<file path="config.mk">
export PLATFORM = sky130hd
export DESIGN_NAME = asip_control
export DESIGN_NICKNAME = d
export VERILOG_FILES = /design/src/rtl/asip_pkg.sv /design/src/rtl/asip_regfile.sv /design/src/rtl/asip_control.sv
export SDC_FILE = /design/constraint.sdc
export NUM_CORES = 1
export LEC_CHECK = 0
export BUFFER_PORTS_ARGS = -buffer_cell sky130_fd_sc_hd__clkbuf_2
export CAP_MARGIN = 25
export CORE_ASPECT_RATIO = 1.5
export CORE_MARGIN = 3
export CORE_UTILIZATION = 55
export DETAILED_ROUTE_END_ITERATION = 7
export GPL_TIMING_DRIVEN = 0
export HOLD_SLACK_MARGIN = 0.1
export PLACE_DENSITY = 0.77
export SLEW_MARGIN = 10
export SYNTH_ARGS = -nofsm -noshare
export SYNTH_HDL_FRONTEND = slang
export SYNTH_SLANG_ARGS = --single-unit
export TNS_END_PERCENT = 20
</file>
<file path="constraint.sdc">
create_clock -name clk -period 3.6 [get_ports clk]
set_clock_uncertainty 0.05 [all_clocks]
set_input_delay 0 -clock clk [delete_from_list [all_inputs] [get_ports clk]]
set_output_delay 0 -clock clk [all_outputs]
set_load 0.005 [all_outputs]
</file>
<file path="src/rtl/asip_pkg.sv">
// Shared definitions for the stepper-motor ASIP sequencer: opcodes, FSM states,
// instruction field positions and register-file geometry.
package asip_pkg;

  localparam int unsigned DATA_W   = 8;
  localparam int unsigned NUM_REGS = 4;
  localparam int unsigned REG_AW   = 2;
  localparam int unsigned INST_W   = 16;

  // Instruction word fields: opcode | rd | rs | imm
  localparam int unsigned OPC_MSB = 15;
  localparam int unsigned OPC_LSB = 12;
  localparam int unsigned RD_MSB  = 11;
  localparam int unsigned RD_LSB  = 10;
  localparam int unsigned RS_MSB  = 9;
  localparam int unsigned RS_LSB  = 8;
  localparam int unsigned IMM_MSB = 7;
  localparam int unsigned IMM_LSB = 0;

  localparam logic [3:0] OP_NOP  = 4'h0;
  localparam logic [3:0] OP_ADD  = 4'h1;
  localparam logic [3:0] OP_SUB  = 4'h2;
  localparam logic [3:0] OP_LDL  = 4'h3;
  localparam logic [3:0] OP_LDH  = 4'h4;
  localparam logic [3:0] OP_OUT  = 4'h5;
  localparam logic [3:0] OP_WAIT = 4'h6;
  localparam logic [3:0] OP_JNZ  = 4'h7;
  localparam logic [3:0] OP_JMP  = 4'h8;
  localparam logic [3:0] OP_HALT = 4'h9;

  typedef enum logic [2:0] {
    ST_IDLE,
    ST_FETCH,
    ST_DECODE,
    ST_EXEC,
    ST_WAIT
  } state_e;

endpackage

</file>
<file path="src/rtl/asip_regfile.sv">
// 4x8 general-purpose register file: two combinational read ports and one
// synchronous write port. All registers clear on reset.
module asip_regfile
  import asip_pkg::*;
(
  input  logic              clk,
  input  logic              reset_n,
  input  logic              we_i,
  input  logic [REG_AW-1:0] waddr_i,
  input  logic [DATA_W-1:0] wdata_i,
  input  logic [REG_AW-1:0] raddr_a_i,
  input  logic [REG_AW-1:0] raddr_b_i,
  output logic [DATA_W-1:0] rdata_a_o,
  output logic [DATA_W-1:0] rdata_b_o
);

  logic [DATA_W-1:0] regs_q [NUM_REGS];

  // Register storage: clear on reset, single write per cycle when enabled
  always_ff @(posedge clk or negedge reset_n) begin
    if (!reset_n) begin
      for (int i = 0; i < NUM_REGS; i++) begin
        regs_q[i] <= '0;
      end
    end else if (we_i) begin
      regs_q[waddr_i] <= wdata_i;
    end
  end

  assign rdata_a_o = regs_q[raddr_a_i];
  assign rdata_b_o = regs_q[raddr_b_i];

endmodule

</file>
<file path="src/rtl/asip_control.sv">
// Fetch/decode/execute sequencer for the stepper-motor ASIP. Drives an external
// ALU (controls + operands), writes its result back to the local register
// file, and owns the motor coil pattern and the WAIT prescaler.
//
//   state  | meaning
//   IDLE   | halted; waits for start
//   FETCH  | pc presented on inst_addr
//   DECODE | ROM data valid, captured into IR
//   EXEC   | opcode executed, writeback on the closing edge
//   WAIT   | prescaled countdown of the WAIT unit count
module asip_control
  import asip_pkg::*;
#(
  parameter int unsigned ADDR_W   = 8,
  parameter int unsigned TICK_DIV = 1000
) (
  input  logic              clk,
  input  logic              reset_n,
  input  logic              start,
  output logic [ADDR_W-1:0] inst_addr,
  input  logic [INST_W-1:0] inst_data,
  output logic              alu_add_sub,
  output logic              alu_set_low,
  output logic              alu_set_high,
  output logic [DATA_W-1:0] alu_operanda,
  output logic [DATA_W-1:0] alu_operandb,
  input  logic [DATA_W-1:0] alu_result,
  output logic [3:0]        motor_phase,
  output logic              busy
);

  // TICK_DIV = 1 still needs a 1-bit prescaler that is permanently at rollover.
  localparam int unsigned     PRE_W    = (TICK_DIV > 1) ? $clog2(TICK_DIV) : 1;
  localparam logic [PRE_W-1:0] PRE_LAST = PRE_W'(TICK_DIV - 1);

  state_e              state_q;
  logic [ADDR_W-1:0]   pc_q;
  logic [INST_W-1:0]   ir_q;
  logic [3:0]          motor_q;
  logic [PRE_W-1:0]    pre_q;
  logic [DATA_W-1:0]   units_q;

  logic [3:0]          opcode;
  logic [REG_AW-1:0]   rd;
  logic [REG_AW-1:0]   rs;
  logic [7:0]          imm;
  logic [DATA_W-1:0]   rdata_a;
  logic [DATA_W-1:0]   rdata_b;
  logic                in_exec;
  logic                wr_en_d;
  logic [ADDR_W-1:0]   pc_inc_d;

  assign opcode   = ir_q[OPC_MSB:OPC_LSB];
  assign rd       = ir_q[RD_MSB:RD_LSB];
  assign rs       = ir_q[RS_MSB:RS_LSB];
  assign imm      = ir_q[IMM_MSB:IMM_LSB];
  assign in_exec  = (state_q == ST_EXEC);
  assign pc_inc_d = pc_q + ADDR_W'(1);

  assign wr_en_d = in_exec && ((opcode == OP_ADD) || (opcode == OP_SUB) ||
                               (opcode == OP_LDL) || (opcode == OP_LDH));

  asip_regfile u_regfile (
    .clk       (clk),
    .reset_n   (reset_n),
    .we_i      (wr_en_d),
    .waddr_i   (rd),
    .wdata_i   (alu_result),
    .raddr_a_i (rd),
    .raddr_b_i (rs),
    .rdata_a_o (rdata_a),
    .rdata_b_o (rdata_b)
  );

  // ALU controls are decoded from IR but gated to EXEC so the ALU sees a clean
  // add (all zero) in every other state.
  assign alu_add_sub  = in_exec && (opcode == OP_SUB);
  assign alu_set_low  = in_exec && (opcode == OP_LDL);
  assign alu_set_high = in_exec && (opcode == OP_LDH);

  assign alu_operanda = rdata_a;
  assign alu_operandb = ((opcode == OP_ADD) || (opcode == OP_SUB)) ? rdata_b
                                                                   : {4'h0, imm[3:0]};

  assign inst_addr   = pc_q;
  assign motor_phase = motor_q;
  assign busy        = (state_q != ST_IDLE);

  // Sequencer: state, pc, IR, motor pattern and WAIT counters
  always_ff @(posedge clk or negedge reset_n) begin
    if (!reset_n) begin
      state_q <= ST_IDLE;
      pc_q    <= '0;
      ir_q    <= '0;
      motor_q <= '0;
      pre_q   <= '0;
      units_q <= '0;
    end else begin
      case (state_q)
        ST_IDLE: begin
          if (start) begin
            pc_q    <= '0;
            state_q <= ST_FETCH;
          end
        end
        ST_FETCH: begin
          state_q <= ST_DECODE;
        end
        ST_DECODE: begin
          ir_q    <= inst_data;
          state_q <= ST_EXEC;
        end
        ST_EXEC: begin
          state_q <= ST_FETCH;
          pc_q    <= pc_inc_d;
          case (opcode)
            OP_OUT: motor_q <= rdata_a[3:0];
            OP_WAIT: begin
              units_q <= rdata_a;
              pre_q   <= '0;
              if (rdata_a != '0) begin
                state_q <= ST_WAIT;
              end
            end
            OP_JNZ: begin
              if (rdata_a != '0) begin
                pc_q <= imm[ADDR_W-1:0];
              end
            end
            OP_JMP: pc_q <= imm[ADDR_W-1:0];
            OP_HALT: begin
              pc_q    <= pc_q;
              state_q <= ST_IDLE;
            end
            default: ;
          endcase
        end
        ST_WAIT: begin
          if (pre_q == PRE_LAST) begin
            pre_q   <= '0;
            units_q <= units_q - DATA_W'(1);
            if (units_q == DATA_W'(1)) begin
              state_q <= ST_FETCH;
            end
          end else begin
            pre_q <= pre_q + PRE_W'(1);
          end
        end
        default: state_q <= ST_IDLE;
      endcase
    end
  end

endmodule

</file>
==> reports/metrics.yaml, run 1 <==
outcome:
  status: "complete, no violations"
sta:
  rsz0062_at_grt: "false"
  hold_viol_final: 0
  drv_slew: 0
  fin_crit_ns: 3.02
  finalSetupViolations: 0
  relSlewSlack: 0.384
  post-route-period-util: 0.838
  tns_ns: 0
  max_freq_mhz: 332
  tightest_slew_ns: 0.914
route:
  ant_nets: 0
  drt_iter0_drc: 272
  wl_per_cell_um: 18.7
  routed_wl_um: 11300
  drt-pass1-iter-count: 6
  dr_total_vias: 3677
  routed_via_density: 6.09
  drc_errors: 0
logic_synthesis:
  syn-num-nets: 432
  syn_avg_cell_area_um2: 11.0
  yosysSeqAreaShare: 0.458
  yosysTopAreaCell: "dfrtp_1"
  synthArstFlopShare: 1.00
  synth-edff-count: 0
  ys.flop_type: "dfrtp_1"
  yosysTopAreaCellShare: 0.458
  netlist_top_cells_area: "dfrtp_1 46%, mux2_2 14%, mux4_2 7.1%"
  ys_seq_elements: 81
  ys_types: 56
  netlist_instances: 401
  syn_area_um2: 4420
  ys_warn_count: 0
power_and_ir_drop:
  powerDensity_nw_per_um2: 867
  p_leak_uw: 0.00236
  ir_drop_v: 0.000614
cts:
  root_buffer: "clkbuf_16"
  cts_tree: "done"
  clk_latency_ns: 0.35
  cts_buffer_depth: 2
  clk_pin_slew_ns: 0.06
  cts_sinks: 81
  cts_buffers: 9
  cts_setup_buffers: 0
  htree_num_levels: 3
floorplanning:
  die-area_um2: 9170
  die_y_um: 116
  start_util: 0.574
  die_w_um: 79.2
  rows: 39
  coreArea_um2: 7710
  ioPinCount: 59
finish:
  drive_gt1_frac: 0.301
  insertedDiodeCount: 0
  syn2layout_area_growth_pct: 23.0
  fin_cells: 604
  nets: 528
  post-route-util: 0.705
global_route:
  gr-total-overflow: 0
  antenna_found_initial: 0
  grt_max_degree: 42
  first_global_vias: 3573
  grt_usage: 0.265
  grt_pass1_wl_um: 18400
critical_path:
  crit_fanout: 10
  worst-endpoint-arrival_ns: 3.24
  criticalPathCategory: "flip-flop to flip-flop"
  startpoint_type: "flip-flop"
  worstPathRequired_ns: 3.83
  cp-end-kind: "flip-flop"
job:
  max_cap_violations: 0
placed_design:
  dpl.hpwl_um: 7460
  gp_congestion: 0.881
  port_buffers: 58
  dp_cells: 562
worst_hold_path:
  min_path_type: "primary input to asynchronous set/reset pin"
## final timing paths
kind | from | endpoint | slack, ns | cells after the start
min in group clk | inst_data[12] | ir_q[12]$_DFFE_PN0P_ | 0.38 | 4
max in group asynchronous | reset_n | u_regfile.regs_q[20]$_DFFE_PN0P_ | 2.69 | 3
setup / recovery | ir_q[11]$_DFFE_PN0P_ | inst_addr[1]$_DFFE_PN0P_ | 0.58 | 8
hold / removal | reset_n | inst_addr[6]$_DFFE_PN0P_ | 0.17 | 2
hold reg to reg | units_q[7]$_DFFE_PN0P_ | units_q[7]$_DFFE_PN0P_ | 0.45 | 1
setup reg to reg | ir_q[11]$_DFFE_PN0P_ | inst_addr[1]$_DFFE_PN0P_ | 0.58 | 8
## area by class of cell
| cell class | count | area [um^2] |
|---|---|---|
| repair buffers | 85 | 573 |
| multi-input cells | 285 | 2260 |
| fillers | 588 | 2270 |
| plain buffers | 26 | 108 |
| inverters | 9 | 33.8 |
| clock inverters | 2 | 35.0 |
| clock buffers | 14 | 274 |
| flip-flops and latches | 81 | 2030 |
| well taps | 102 | 128 |
## cell families after synthesis
logic type | after synthesis | synth area share
AOI/OAI and AO/OA | 80 | 0.120
xor gates and xnor gates | 3 | 0.00594
adders and majority gates | 4 | 0.0113
buffers and inverters | 35 | 0.0320
DFF | 81 | 0.458
muxes | 70 | 0.221
and+or+nand+nor | 128 | 0.151
## routing by layer
| layer | share of wire | track usage | vias up |
|---|---|---|---|
| li1 | - | - | 1689 |
| met1 | 0.38 | 0.306 | 1827 |
| met2 | 0.54 | 0.468 | 127 |
| met3 | 0.049 | 0.0583 | 34 |
| met4 | 0.031 | 0.118 | 0 |
| met5 | 0 | 0 | - |
## Yosys cell counts, drive strengths merged (2+ instances only)
cell type	number
a31oi	2
dfrtp	81
nor3	9
nand4	2
a21oi	13
nand3	14
and3	7
nor3b	3
a211oi	2
o2bb2ai	4
mux4	16
clkbuf	22
a32oi	2
ha	4
mux2	54
nor4	8
xor2	2
and2	6
or4	3
or2	2
a221o	3
nand2	33
nor2	20
nor2b	5
nand2b	7
o21ai	27
a21o	3
o2111ai	2
o211ai	7
inv	9
a22oi	3
or3	3
buf	4
## worst max-delay path, stage by stage, from the launching register on
cell and delay (ns):
dfrtp_1 0.36, clkbuf_1 0.48, mux4_2 0.44, or4_1 0.59, clkbuf_1 0.19, o21ai_2 0.32
and2_1 0.17, buf_2 0.16, a311o_1 0.18
## registers in the layout (all words and copies together), names as in the netlist
signal            flops
units_q               8
u_regfile.regs_q     32
inst_addr             8
ir_q                 16
pre_q                10
state_q               3
motor_phase           4
## repair_timing
action	4_1_cts	5_1_grt
hold buffers	26	0
resized for setup	0	0
endpoints found under the hold margin	131	0
## power breakdown
| group | switching (uW) | internal, uW | leakage (uW) |
|---|---|---|---|
| combinational | 1120 | 1060 | 0.00119 |
| clock | 367 | 594 | 0.000153 |
| sequential | 294 | 1280 | 0.00102 |
| total | 1780 | 2930 | 0.00236 |
## per-stage QoR
stage	setup WS, ns	power, uW	hold WS (ns)	area [um^2]
2_1_floorplan	0.999	3020	-0.346	4420
3_3_place_gp	0.622	3600	0.165	4840
3_5_place_dp	0.604	3680	0.00517	4870
4_1_cts	0.588	4670	0.184	5440
5_1_grt	0.453	4980	0.213	5440
6_report	0.584	4710	0.173	5440
## layout by cell type (no fill, tap or decap), types with 4 or more instances in the layout
cell / count
mux2_2: 54
ha_1: 4
nor4_1: 8
o211ai_1: 7
nand3_1: 14
clkbuf_2: 57
mux4_2: 14
and2_1: 6
nor2b_1: 5
and3_1: 7
a21oi_1: 13
dfrtp_1: 81
nand2_1: 33
nor2_1: 20
o2bb2ai_1: 4
clkbuf_16: 9
nand2b_1: 7
inv_1: 9
clkbuf_1: 24
o21ai_0: 26
nor3_1: 9
dlygate4sd3_1: 26
No activity file was read; power rests on OpenSTA's default activity.
==> run 2, diff against run 1 <==
Clock period 3.6 ns to 2.9 ns, I/O delays scaled along.
==> run 2 against run 1 <==
Wire length rose by 0.72%; final cell count did not move; power rose by 25%; sequential power rose by 24%.
==> reports/metrics.yaml, run 2 (same netlist as run 1, synthesis figures left out) <==
floorplanning:
  coreArea_um2: 7710  # unchanged
  die_y_um: 116  # unchanged
  die_w_um: 79.2  # unchanged
  die-area_um2: 9170  # unchanged
  ioPinCount: 59  # unchanged
  rows: 39  # unchanged
  start_util: 0.574  # unchanged
finish:
  insertedDiodeCount: 0  # unchanged
  regMostFlops: "u_regfile.regs_q"
  drive_gt1_frac: 0.307  # +0.00598
  largest_reg_flops: 32  # unchanged
  final_common_cell: "dfrtp_1"
  syn2layout_area_growth_pct: 23.2
  final_cell_mix: "81 x dfrtp_1, 58 x clkbuf_2, 54 x mux2_2"
  reg.largest.list: "u_regfile.regs_q x32, ir_q x16, pre_q x10"
  nets: 528  # unchanged
  fin_cells: 604  # unchanged
placed_design:
  dp_cells: 562  # unchanged
  dpl.hpwl_um: 7460  # unchanged
  port_buffers: 58  # unchanged
  gp_congestion: 0.881  # unchanged
route:
  routed_wl_um: 11400  # +0.72%
  drt_iter0_drc: 267  # -1.8%
  dr_total_vias: 3695  # +0.49%
  wl_per_cell_um: 18.8  # +0.72%
  ant_nets: 0  # unchanged
  drt-pass1-iter-count: 5  # -1
  drc_errors: 0  # unchanged
  routed_via_density: 6.12  # +0.49%
outcome:
  status: "complete, no violations"
sta:
  tns_ns: 0  # unchanged
  rsz0062_at_grt: "false"
  post-route-period-util: 0.962  # +0.124
  fin_crit_ns: 2.79  # -0.228 ns
  finalSetupViolations: 0  # unchanged
  max_freq_mhz: 359  # +8.2%
  tightest_slew_ns: 0.886  # -0.0272 ns
  hold_viol_final: 0  # unchanged
  relSlewSlack: 0.403  # +0.0183
  worst_hold_slack_ns: 0.173  # +0.0000910 ns
  drv_slew: 0  # unchanged
critical_path:
  r2r-end: "inst_addr[2]$_DFFE_PN0P_"
  cp_num_cells: 6  # -2
  worstPathRequired_ns: 3.13  # -0.70 ns
  worst_path_most_repeated_cell: "or4_1"
  crit_slowest_cell: "or4_1"
  crit_buf_inv: 1  # -2
  cp-endpoint: "inst_addr[2]$_DFFE_PN0P_"
  timing.rr.start: "ir_q[10]$_DFFE_PN0P_"
  ff2ff_path_depth: 6  # -2
  worst-endpoint-arrival_ns: 3.02  # -0.22 ns
  worstPathCellList: "buf_6, mux4_2, or4_1, or4_1, a31oi_1, a221o_1"
  criticalPathCategory: "flip-flop to flip-flop"
  crit_fanout: 10  # unchanged
  max_stage_delay_ns: 0.71  # +0.12 ns
  path_delay_family: "simple AND/OR/NAND/NOR gates"
  startpoint_type: "flip-flop"
  cp-end-kind: "flip-flop"
  reg2reg_slack_ns: 0.11  # -0.47 ns
  crit_start: "ir_q[10]$_DFFE_PN0P_"
cts:
  cts_buffers: 9  # unchanged
  clk_latency_ns: 0.35  # about the same
  cts_tree: "done"
  htree_num_levels: 3  # unchanged
  root_buffer: "clkbuf_16"
  clk_pin_slew_ns: 0.06  # about the same
  cts_sinks: 81  # unchanged
  cts_buffer_depth: 2  # unchanged
worst_hold_path:
  min_path_type: "primary input to asynchronous set/reset pin"
global_route:
  antenna_found_initial: 0  # unchanged
  first_global_vias: 3573  # unchanged
  grt_usage: 0.265  # about the same
  grt_pass1_wl_um: 18400  # about the same
  gr-total-overflow: 0  # unchanged
  grt_max_degree: 42  # unchanged
power_and_ir_drop:
  ir_drop_v: 0.000765  # +25%
  p_leak_uw: 0.00237  # +0.12%
  powerDensity_nw_per_um2: 1080  # +25%
job:
  max_cap_violations: 0  # unchanged
==> run 2: report_power, final <==
| part | leakage (uW) | internal (uW) | switching [uW] |
|---|---|---|---|
| combinational | 0.00119 | 1330 | 1410 |
| clock | 0.000153 | 737 | 456 |
| sequential | 0.00102 | 1590 | 362 |
| total | 0.00237 | 3650 | 2230 |
==> run 2: worst min-delay path by stage <==
stage	from	end	slack, ns	cells past startpoint
floorplan	reset_n	inst_addr[0]$_DFFE_PN0P_	-0.35	0
global placement	inst_data[10]	ir_q[10]$_DFFE_PN0P_	0.17	3
detailed placement	reset_n	inst_addr[4]$_DFFE_PN0P_	0.005	1
CTS	reset_n	inst_addr[6]$_DFFE_PN0P_	0.18	2
global route	reset_n	inst_addr[6]$_DFFE_PN0P_	0.21	2
finish	reset_n	inst_addr[6]$_DFFE_PN0P_	0.17	2
==> run 2: repair_timing <==
item	CTS	global route
endpoints found under the setup margin	7	7
hold buffers	26	0
buffers inserted	0	1
endpoints found under the hold margin	131	0
gates resized for setup	1	2
==> run 2: through the flow <==
step | power (uW) | setup slack, ns | utilization | cell area (um^2)
after global routing | 6220 | 0.00482 | 0.707 | 5450
after floorplan | 3740 | 0.299 | - | 4420
after CTS | 5800 | 0.0593 | 0.706 | 5440
after global placement | 4470 | -0.0778 | 0.628 | 4840
after detailed placement | 4570 | -0.0956 | 0.632 | 4870
final | 5880 | 0.111 | 0.707 | 5450
==> run 2: worst reg2reg max path: stages, from the launching register on <==
cell     delay [ns]
dfrtp_1        0.37
buf_6          0.18
mux4_2         0.56
or4_1          0.71
or4_1          0.55
a31oi_1        0.18
a221o_1        0.13
==> run 2: area by class of cell <==
type	count	area, um^2
Buffer	25	105
Clock buffer	14	274
Clock inverter	2	35.0
Fill cell	586	2260
Inverter	9	33.8
Multi-Input combinational cell	285	2260
Sequential cell	81	2030
Tap cell	102	128
Timing Repair Buffer	86	581
==> run 2: per-layer routing <==
layer	vias to the layer above	GRT usage	share of wire	wire, um
li1	1686	-	-	-
met1	1839	0.307	0.38	4340
met2	135	0.467	0.53	6090
met3	35	0.0575	0.051	586
met4	0	0.119	0.032	364
met5	-	0	0	0
